--- config.mk ---
export PLATFORM = sky130hd
export DESIGN_NAME = fetch_stage
export DESIGN_NICKNAME = d
export VERILOG_FILES = /design/src/rtl/fetch_pkg.sv /design/src/rtl/ifid_reg.sv /design/src/rtl/fetch_stage.sv
export SDC_FILE = /design/constraint.sdc
export NUM_CORES = 1
export LEC_CHECK = 0
export ABC_AREA = 1
export CAP_MARGIN = 0
export CORE_MARGIN = 10
export CORE_UTILIZATION = 30
export CTS_BUF_LIST = sky130_fd_sc_hd__clkbuf_8 sky130_fd_sc_hd__clkbuf_16
export DETAILED_ROUTE_END_ITERATION = 12
export PLACE_DENSITY = 0.55
export SKIP_LAST_GASP = 1
export SYNTH_ARGS = -nofsm -noshare
export SYNTH_HDL_FRONTEND = slang
export SYNTH_HIERARCHICAL = 1
export SYNTH_SLANG_ARGS = --single-unit
--- constraint.sdc ---
create_clock -name clk_i -period 2.53 [get_ports clk_i]
set_clock_uncertainty 0.15 [all_clocks]
set_input_delay 0.506 -clock clk_i [delete_from_list [all_inputs] [get_ports clk_i]]
set_output_delay 0.506 -clock clk_i [all_outputs]
set_load 0.01 [all_outputs]
--- src/rtl/fetch_pkg.sv ---
// Types and constants shared by the instruction-fetch stage.
package fetch_pkg;

  typedef enum logic [1:0] {
    IDLE    = 2'd0,
    WAIT    = 2'd1,
    DISCARD = 2'd2
  } fetch_state_t;

  localparam logic [31:0] NOP_INSTR = 32'h0000_0013;
  localparam logic [31:0] RESET_PC  = 32'h0000_0000;

endpackage

--- src/rtl/ifid_reg.sv ---
// IF/ID pipeline register: load a new instruction, insert a bubble, or hold.
module ifid_reg #(
  parameter int                    DATA_WIDTH = 32,
  parameter logic [DATA_WIDTH-1:0] NOP_INSTR  = fetch_pkg::NOP_INSTR
) (
  input  logic                  clk_i,
  input  logic                  rst_n_i,
  input  logic                  i_load,
  input  logic                  i_kill,
  input  logic [DATA_WIDTH-1:0] i_instr,
  input  logic [DATA_WIDTH-1:0] i_pc,
  input  logic [DATA_WIDTH-1:0] i_pc_plus4,
  output logic [DATA_WIDTH-1:0] o_instr,
  output logic [DATA_WIDTH-1:0] o_pc,
  output logic [DATA_WIDTH-1:0] o_pc_plus4,
  output logic                  o_valid
);

  logic [DATA_WIDTH-1:0] r_instr;
  logic [DATA_WIDTH-1:0] r_pc;
  logic [DATA_WIDTH-1:0] r_pc_plus4;
  logic                  r_valid;

  // Load has priority; a kill drops the slot to a NOP bubble but keeps the PCs.
  always_ff @(posedge clk_i or negedge rst_n_i) begin
    if (!rst_n_i) begin
      r_instr    <= NOP_INSTR;
      r_pc       <= {DATA_WIDTH{1'b0}};
      r_pc_plus4 <= {DATA_WIDTH{1'b0}};
      r_valid    <= 1'b0;
    end else if (i_load) begin
      r_instr    <= i_instr;
      r_pc       <= i_pc;
      r_pc_plus4 <= i_pc_plus4;
      r_valid    <= 1'b1;
    end else if (i_kill) begin
      r_instr    <= NOP_INSTR;
      r_valid    <= 1'b0;
    end
  end

  assign o_instr    = r_instr;
  assign o_pc       = r_pc;
  assign o_pc_plus4 = r_pc_plus4;
  assign o_valid    = r_valid;

endmodule

--- src/rtl/fetch_stage.sv ---
// Instruction-fetch stage: PC register, single-outstanding imem FSM, one-entry
// hold buffer for responses that land while decode is stalled.
module fetch_stage #(
  parameter int                    DATA_WIDTH = 32,
  parameter logic [DATA_WIDTH-1:0] RESET_PC   = fetch_pkg::RESET_PC,
  parameter logic [DATA_WIDTH-1:0] NOP_INSTR  = fetch_pkg::NOP_INSTR
) (
  input  logic                  clk_i,
  input  logic                  rst_n_i,
  input  logic                  PCSrc_i,
  input  logic [DATA_WIDTH-1:0] PCTarget_i,
  input  logic                  Stall_i,
  output logic                  imem_req_o,
  output logic [DATA_WIDTH-1:0] imem_addr_o,
  input  logic                  imem_rvalid_i,
  input  logic [DATA_WIDTH-1:0] imem_rdata_i,
  output logic [DATA_WIDTH-1:0] Instr_o,
  output logic [DATA_WIDTH-1:0] PC_o,
  output logic [DATA_WIDTH-1:0] PCPlus4_o,
  output logic                  Valid_o
);

  import fetch_pkg::*;

  localparam logic [DATA_WIDTH-1:0] PC_STEP    = {{(DATA_WIDTH-3){1'b0}}, 3'd4};
  localparam logic [DATA_WIDTH-1:0] ALIGN_MASK = {{(DATA_WIDTH-2){1'b1}}, 2'b00};

  fetch_state_t          r_state, w_state_nxt;
  logic [DATA_WIDTH-1:0] r_pc, w_pc_nxt;
  logic                  r_hold_valid;
  logic [DATA_WIDTH-1:0] r_hold_instr, r_hold_pc;

  logic                  w_valid, w_accept, w_req;
  logic                  w_load, w_kill, w_hold_set, w_hold_clr;
  logic [DATA_WIDTH-1:0] w_addr, w_target, w_pc_plus4, w_hold_pc_plus4;
  logic [DATA_WIDTH-1:0] w_ld_instr, w_ld_pc, w_ld_pc_plus4;

  assign w_accept        = !w_valid || !Stall_i;
  assign w_target        = PCTarget_i & ALIGN_MASK;
  assign w_pc_plus4      = r_pc + PC_STEP;
  assign w_hold_pc_plus4 = r_hold_pc + PC_STEP;

  // Next-state, PC, request and IF/ID control; a redirect overrides everything.
  always_comb begin
    w_state_nxt   = r_state;
    w_pc_nxt      = r_pc;
    w_req         = 1'b0;
    w_addr        = r_pc;
    w_load        = 1'b0;
    w_kill        = 1'b0;
    w_hold_set    = 1'b0;
    w_hold_clr    = 1'b0;
    w_ld_instr    = imem_rdata_i;
    w_ld_pc       = r_pc;
    w_ld_pc_plus4 = w_pc_plus4;
    if (PCSrc_i) begin
      w_pc_nxt   = w_target;
      w_kill     = 1'b1;
      w_hold_clr = 1'b1;
      case (r_state)
        WAIT, DISCARD: w_state_nxt = imem_rvalid_i ? IDLE : DISCARD;
        default:       w_state_nxt = IDLE;
      endcase
    end else begin
      case (r_state)
        IDLE: begin
          if (w_accept && r_hold_valid) begin
            w_load        = 1'b1;
            w_ld_instr    = r_hold_instr;
            w_ld_pc       = r_hold_pc;
            w_ld_pc_plus4 = w_hold_pc_plus4;
            w_pc_nxt      = w_hold_pc_plus4;
            w_hold_clr    = 1'b1;
          end else if (w_accept) begin
            w_req       = 1'b1;
            w_state_nxt = WAIT;
          end else begin
            w_state_nxt = IDLE;
          end
        end
        WAIT: begin
          if (imem_rvalid_i && w_accept) begin
            w_load   = 1'b1;
            w_pc_nxt = w_pc_plus4;
            w_req    = 1'b1;
            w_addr   = w_pc_plus4;
          end else if (imem_rvalid_i) begin
            w_hold_set  = 1'b1;
            w_state_nxt = IDLE;
          end else begin
            w_state_nxt = WAIT;
          end
        end
        DISCARD: w_state_nxt = imem_rvalid_i ? IDLE : DISCARD;
        default: w_state_nxt = IDLE;
      endcase
      w_kill = w_valid && !Stall_i && !w_load;
    end
  end

  // PC, FSM state and hold buffer.
  always_ff @(posedge clk_i or negedge rst_n_i) begin
    if (!rst_n_i) begin
      r_state      <= IDLE;
      r_pc         <= RESET_PC;
      r_hold_valid <= 1'b0;
      r_hold_instr <= NOP_INSTR;
      r_hold_pc    <= {DATA_WIDTH{1'b0}};
    end else begin
      r_state <= w_state_nxt;
      r_pc    <= w_pc_nxt;
      if (w_hold_clr) begin
        r_hold_valid <= 1'b0;
      end else if (w_hold_set) begin
        r_hold_valid <= 1'b1;
        r_hold_instr <= imem_rdata_i;
        r_hold_pc    <= r_pc;
      end
    end
  end

  // The FSM idles in IDLE during reset, so the request is masked explicitly.
  assign imem_req_o  = w_req && rst_n_i;
  assign imem_addr_o = w_addr;

  ifid_reg #(
    .DATA_WIDTH (DATA_WIDTH),
    .NOP_INSTR  (NOP_INSTR)
  ) u_ifid (
    .clk_i      (clk_i),
    .rst_n_i    (rst_n_i),
    .i_load     (w_load),
    .i_kill     (w_kill),
    .i_instr    (w_ld_instr),
    .i_pc       (w_ld_pc),
    .i_pc_plus4 (w_ld_pc_plus4),
    .o_instr    (Instr_o),
    .o_pc       (PC_o),
    .o_pc_plus4 (PCPlus4_o),
    .o_valid    (w_valid)
  );

  assign Valid_o = w_valid;

endmodule

# Word-level counts from Yosys, hierarchy flattened
# Cells that the tools add are included.
# W data, S select, Z words.
[totals]
inputBits = 69
wordCells = 79
ff_bits = 196
output_inout_bits = 130
[classes]
reduce_logical = 17
eq_ne = 5
addsub = 2
n_bitwise = 1
n_mux = 45
[ops]
columns = ["operator", "n"]
rows = [
  ["$mux W32", 16],
  ["$add A32 B3 Y32 const B", 2],
  ["$pmux W32 S2", 1],
  ["$mux W1", 20],
  ["$mux W2", 5],
  ["$ne A3 B3 Y1 const B", 3],
  ["$pmux W2 S3", 1],
  ["$reduce_and A2 Y1", 3],
  ["$logic_and A1 B1 Y1", 5],
  ["$pmux W1 S2", 2],
  ["$reduce_bool A2 Y1", 2],
  ["$logic_not A1 Y1", 3],
  ["$reduce_bool A3 Y1", 1],
  ["$eq A2 B1 Y1 const B", 1],
  ["$eq A2 B2 Y1 const B", 1],
  ["$logic_not A2 Y1", 1],
  ["$reduce_or A2 Y1", 1],
  ["$logic_or A1 B1 Y1", 1],
  ["$not A1 Y1", 1],
]

# Logic depth before layout (Yosys ltp)
# Gate-level depths: netlist of run 1.
[depth]
word_depth = 11
mapped_depth = 13
mapped_depth_nobuf = 12

# By module
# The synthesis of run 1 kept the hierarchy.
[by_module_without_submodules]
columns = ["module", "cells_each", "n_inst", "area_per_inst_um2", "seq_area_each_um2"]
rows = [
  ["fetch_stage", 1204, 1, 7477.2, 2481.1],
  ["ifid_reg", 418, 1, 3713.6, 2431.1],
]

# Worst setup path before layout of run 1
# No wires, ideal clock.
[synth_timing]
path_type = "reg-to-output"
from = "reg r_state[1]"
to = "out imem_addr_o[5]"
required_ns = 1.874
path_stages_with_launch = 10
n_path_buf = 3
arrival_time_ns = 1.590
setup_slack_ns = 0.284
path_cell_list = "dfrtp_1 inv_1 ha_1 clkbuf_1 nand2_1 buf_2 buf_2 a21oi_1 o21ai_0 o21ai_0"
[synth_between]
elab_chain_cells = 3
[synth_rtl]
columns = ["item", "line_no", "source"]
rows = [
  ["start, declared", "fetch_stage.sv:28", "fetch_state_t r_state, w_state_nxt;"],
  ["start signal, assigned", "fetch_stage.sv:110", "r_state <= w_state_nxt;"],
  ["$eq A2 B1 Y1", "fetch_stage.sv:65", "case (r_state)"],
  ["$mux W32", "fetch_stage.sv:65", ""],
  ["$mux W32", "fetch_stage.sv:56", "if (PCSrc_i) begin"],
  ["end, declared", "fetch_stage.sv:14", "output logic [DATA_WIDTH-1:0] imem_addr_o,"],
]
# No other way between the ends.

# Worst setup path in the final report of run 1
[layout_timing]
from = "reg r_pc[3]"
to = "out imem_addr_o[19]"
[layout_between]
elab_chain_cells = 4
[layout_rtl]
columns = ["item", "line_no", "source"]
rows = [
  ["start, declared", "fetch_stage.sv:29", "logic [DATA_WIDTH-1:0] r_pc, w_pc_nxt;"],
  ["start signal, assigned", "fetch_stage.sv:111", "r_pc <= w_pc_nxt;"],
  ["$add A32 B3 Y32", "fetch_stage.sv:40", "assign w_pc_plus4 = r_pc + PC_STEP;"],
  ["$mux W32", "n/a", ""],
  ["$mux W32", "fetch_stage.sv:65", ""],
  ["$mux W32", "fetch_stage.sv:56", ""],
]
# No other way between the ends.

==> impl_summary.log, run 1 <==
[metrics] slack of the worst reg-to-reg path: -0.30 ns
[metrics] I/O pin total: approximately 200
[metrics] Crit. End Element: primary output
[metrics] Setup-failing EPs final: 31
[metrics] number of buffers on the longest clock path: 2
[metrics] share of the cycle needed by the critical path after routing: 1.14
[metrics] aggregate global routing overflow: 0
[metrics] Post-layout nets: roughly 2000
[metrics] proportion of power drawn by combinational gates: 0.457
[metrics] critical path required time: 1.87 ns
[metrics] Worst setup endpoint: imem_addr_o[19]
[metrics] post-layout total power: between 10000 and 15000 uW
[metrics] core region area: around 37000 um2
[metrics] initial core utilization: 0.305
[metrics] wire length reported by the detailed router: 43100 um
[metrics] final critical path time including I/O delays and setup: 2.88 ns
[metrics] Worst-Skew Late Latency: 0.45 ns
[metrics] worst relative slew slack: 0.569
[metrics] number of buffers added by the clock tree synthesis step: 17
[metrics] share of total power in the clock network: 0.203
[metrics] pwr/cell area: roughly 850 nW/um2
[metrics] run status: finished with violations
[metrics] cell-internal power: 8680 uW
[metrics] total of buffers placed on input and output ports: 196
[metrics] average size of a mapped cell: slightly below 7 um2
[metrics] Cell Count, Final, Fillers Out: 2460
[metrics] delay of the slowest cell on the worst path: 0.41 ns
[metrics] fill cell total of the finished layout: 3683
[metrics] Area Growth Syn to Fin: 48.8%
[metrics] fraction of power spent switching nets: 0.386
[metrics] Distinct cells, synth: 38
[metrics] CP max FO: 6
[metrics] number of warnings printed during yosys synthesis: 6
[metrics] via count of the first global-routing pass: 11800
[metrics] routed via count: 11700
[metrics] TritonCTS sink count: 196
[metrics] final hold violations: 0
[metrics] DRC: 0
[metrics] DIE AREA: 45400 um2
[metrics] hold buffers post-CTS: 0
[metrics] depth of the CTS H-tree: 4
[metrics] CTS Root Cell: sky130_fd_sc_hd__clkbuf_16
[metrics] clock slew seen by the registers of the worst setup and hold paths: ~0.08 ns
[metrics] top_reg_cell synth: sky130_fd_sc_hd__dfrtp_1
[metrics] critical path class: flop to primary output
[metrics] All-Layer GR Usage: 0.188
[metrics] leading cell type in the layout, fill and taps excluded: sky130_fd_sc_hd__nand2_1
[metrics] leading post-synthesis cells by cell area: sky130_fd_sc_hd__dfrtp_1 (42%), sky130_fd_sc_hd__nand2_1 (23%), sky130_fd_sc_hd__o21ai_0 (8.1%)
[metrics] sum of negative setup slack: -6.71 ns
[metrics] flop and latch count out of synthesis: 196
[metrics] actual transition at the worst max-transition pin: 0.646 ns
[metrics] worst r2r dst: r_pc[7]$_DFFE_PN0P_
[metrics] cell breakdown of the critical path: buf_6 > nand2_4 > nor2_4 > nand2_8 > nor2_4 > buf_12 > nand2_1 > nand2_2 > nand3_2 > nand2_2 > o21ai_1 > buf_2
[metrics] Buf+Inv Stages, Crit Path: 3
[metrics] crit path launch: r_pc[3]$_DFFE_PN0P_
[metrics] fraction of final layout cells with drive strength greater than 1: 0.227
[metrics] Max IR drop VDD: between 400 and 500 uV
[metrics] detailed router's first-iteration violation count: 631
[metrics] Cell Rows: 70
[metrics] placed cell count: 2331
[metrics] final core utilization: 0.454
[metrics] pin count of the biggest net entering global routing: 113
[metrics] CTS tree: built
[metrics] family with the most delay on the worst path: simple AND/OR/NAND/NOR gates
[metrics] net count of the mapped netlist: 1697
[metrics] die extent in x: 213 um
[metrics] area share of the largest cell type after synthesis: 0.425
[metrics] routed vias/inst: 4.77
[metrics] count of flip-flops with a built-in enable after synthesis: 0
[metrics] post-synth design cell area: between 10000 and 15000 um2
[metrics] worst flop-to-flop path startpoint: r_pc[3]$_DFFE_PN0P_
[metrics] Hold/Removal Path Class: input port to async pin
[metrics] die extent in y: 213 um
[metrics] Max Fclk: 348 MHz
[metrics] cell count after synthesis: 1622
[metrics] number of violations of the max-capacitance limit: 0
[metrics] wire length of the first global-routing pass: 66600 um
[metrics] highest-delay cell along the critical path: sky130_fd_sc_hd__dfrtp_1
[metrics] count of final max-slew check failures: 0
[metrics] CP Depth: 12
[metrics] sequential area share after synthesis: 0.439
[metrics] Leakage Power: a little under 0.008 uW
[metrics] final RePlAce weighted congestion: roughly 0.95
[metrics] worst-case setup margin in the final layout: -0.346 ns
[metrics] Antenna Violating Nets Remaining: 0
[metrics] Net Sw Power: between 5000 and 6000 uW
[metrics] initial antenna violation count: 4
[metrics] worst path arrival time: roughly 2.2 ns
[metrics] crit path launch type: flop
[metrics] portion of total power attributed to sequential cells: 0.340
[metrics] commonest cells after routing, fill and taps aside: sky130_fd_sc_hd__nand2_1 (653), sky130_fd_sc_hd__dfrtp_1 (188), sky130_fd_sc_hd__buf_4 (170)
[metrics] asr flop ratio synth: 1.00
[metrics] area leader, netlist: sky130_fd_sc_hd__dfrtp_1
[metrics] worst r2r path cells: 18
[metrics] Detail Placement HPWL: 30700 um
[metrics] Routed WL per cell: about 18 um
[metrics] setup repair after global routing missed its margin: true
[metrics] first-pass detailed-route iteration total: 5
[metrics] violations in the final reports: setup timing
==> synthesized netlist by cell type (5+ instances only) <==
cell / count
sky130_fd_sc_hd__a21oi_1: 65
sky130_fd_sc_hd__a31oi_1: 24
sky130_fd_sc_hd__buf_2: 33
sky130_fd_sc_hd__buf_4: 9
sky130_fd_sc_hd__buf_6: 7
sky130_fd_sc_hd__clkbuf_1: 31
sky130_fd_sc_hd__dfrtp_1: 190
sky130_fd_sc_hd__dfstp_2: 6
sky130_fd_sc_hd__ha_1: 6
sky130_fd_sc_hd__inv_1: 122
sky130_fd_sc_hd__nand2_1: 699
sky130_fd_sc_hd__nand3_1: 62
sky130_fd_sc_hd__nand3b_1: 9
sky130_fd_sc_hd__nor2_1: 112
sky130_fd_sc_hd__nor2_2: 8
sky130_fd_sc_hd__nor2_4: 5
sky130_fd_sc_hd__o21ai_0: 180
sky130_fd_sc_hd__xnor2_1: 7
sky130_fd_sc_hd__xor2_1: 17
==> metal layers <==
layer  GRT usage  vias to the layer above  routed length [um]
met5           0                        -                  27
met4      0.0758                        4                1320
met3      0.0570                       67                3160
met2       0.313                      333               20400
met1       0.221                     5511               18200
li1            -                     5825                   -
==> cells by family (layout without fill, tap and decap cells) <==
family	count (synthesis)	count (layout)	share of synthesized area
buffers and inverters	208	576	0.0817
flip-flops	196	196	0.439
AO/OA/AOI/OAI	283	283	0.132
other	0	2	0
AND/OR/NAND/NOR	904	904	0.321
adder cells (fa/ha/maj)	6	6	0.00671
multiplexers	1	1	0.000894
XOR/XNOR	24	24	0.0188
==> metrics by stage <==
stage          worst slack (ns)  area (um2)  hold WS (ns)
2_1_floorplan             0.284       11200        0.0604
3_3_place_gp             -0.594       14500         0.302
3_5_place_dp             -0.611       14500         0.306
4_1_cts                  -0.334       16000        0.0374
5_1_grt                  -0.454       16600        0.0526
6_report                 -0.346       16600        0.0285
==> flip-flops by register name, summed over array words and instances, names as in the netlist <==
signal	count
u_ifid/o_pc	32
r_hold_valid	1
r_pc	32
u_ifid/o_pc_plus4	32
r_hold_instr	32
u_ifid/o_instr	32
r_state	2
u_ifid/o_valid	1
r_hold_pc	32
==> power by group through the flow <==
stage	combinational, uW	clock [uW]	sequential (uW)
final	6460	2870	4810
after floorplan	2280	0	4960
after detailed placement	5700	0	4830
after CTS	6060	2970	4800
after global placement	5690	0	4800
after global routing	7100	3060	4940
==> timing repair <==
| item | 4_1_cts | 5_1_grt |
|---|---|---|
| hold endpoints to repair | 0 | 0 |
| resized for setup | 292 | 116 |
| pin swaps | 46 | 50 |
| setup buffers | 76 | 27 |
| cloned | 2 | 1 |
| setup endpoints to repair | 31 | 35 |
==> worst min path at each step <==
stage | slack, ns | endpoint
2_1_floorplan | 0.06 | r_hold_instr[10]$_DFFE_PN0P_
5_1_grt | 0.05 | r_hold_pc[13]$_DFFE_PN0P_
3_3_place_gp | 0.30 | u_ifid/o_instr[15]$_DFFE_PN0P_
3_5_place_dp | 0.31 | u_ifid/o_instr[0]$_DFFE_PN1P_
4_1_cts | 0.04 | r_hold_pc[30]$_DFFE_PN0P_
6_report | 0.03 | r_hold_pc[13]$_DFFE_PN0P_
==> worst reg2reg max path: stages, from the launching register on <==
cell	delay, ns
sky130_fd_sc_hd__dfrtp_1	0.41
sky130_fd_sc_hd__buf_6	0.13
sky130_fd_sc_hd__nand2_4	0.05
sky130_fd_sc_hd__nor2_4	0.20
sky130_fd_sc_hd__buf_6	0.15
sky130_fd_sc_hd__nand2_8	0.06
sky130_fd_sc_hd__buf_8	0.14
sky130_fd_sc_hd__xor2_4	0.15
sky130_fd_sc_hd__o21ai_2	0.08
sky130_fd_sc_hd__buf_4	0.13
sky130_fd_sc_hd__buf_4	0.12
sky130_fd_sc_hd__buf_4	0.12
sky130_fd_sc_hd__buf_4	0.12
sky130_fd_sc_hd__buf_4	0.12
sky130_fd_sc_hd__buf_4	0.12
sky130_fd_sc_hd__buf_4	0.12
sky130_fd_sc_hd__buf_4	0.12
sky130_fd_sc_hd__buf_4	0.12
sky130_fd_sc_hd__a31oi_1	0.14
==> area by class of cell <==
type,count,area [um2],area share
antenna,2,5.00,0.000301
sequential,196,4910,0.295
inverter,125,482,0.0289
tap,468,586,0.0352
clock buffer,19,453,0.0272
multi-input combinational,1218,6130,0.368
clock inverter,13,150,0.00902
timing repair buffer,419,3930,0.236
Note: power is estimated with default switching activity, not from simulation.
==> inputs of run 2 (changes only) <==
CAP_MARGIN = 20   (was 0)
==> results of run 2 <==
Same layout as run 1: the final DEF is identical, and so are final timing and power.
==> inputs of run 3 (changes only) <==
CAP_MARGIN = default   (was 20)
==> results of run 3 <==
Same layout as run 1: the final DEF is identical, and so are final timing and power.
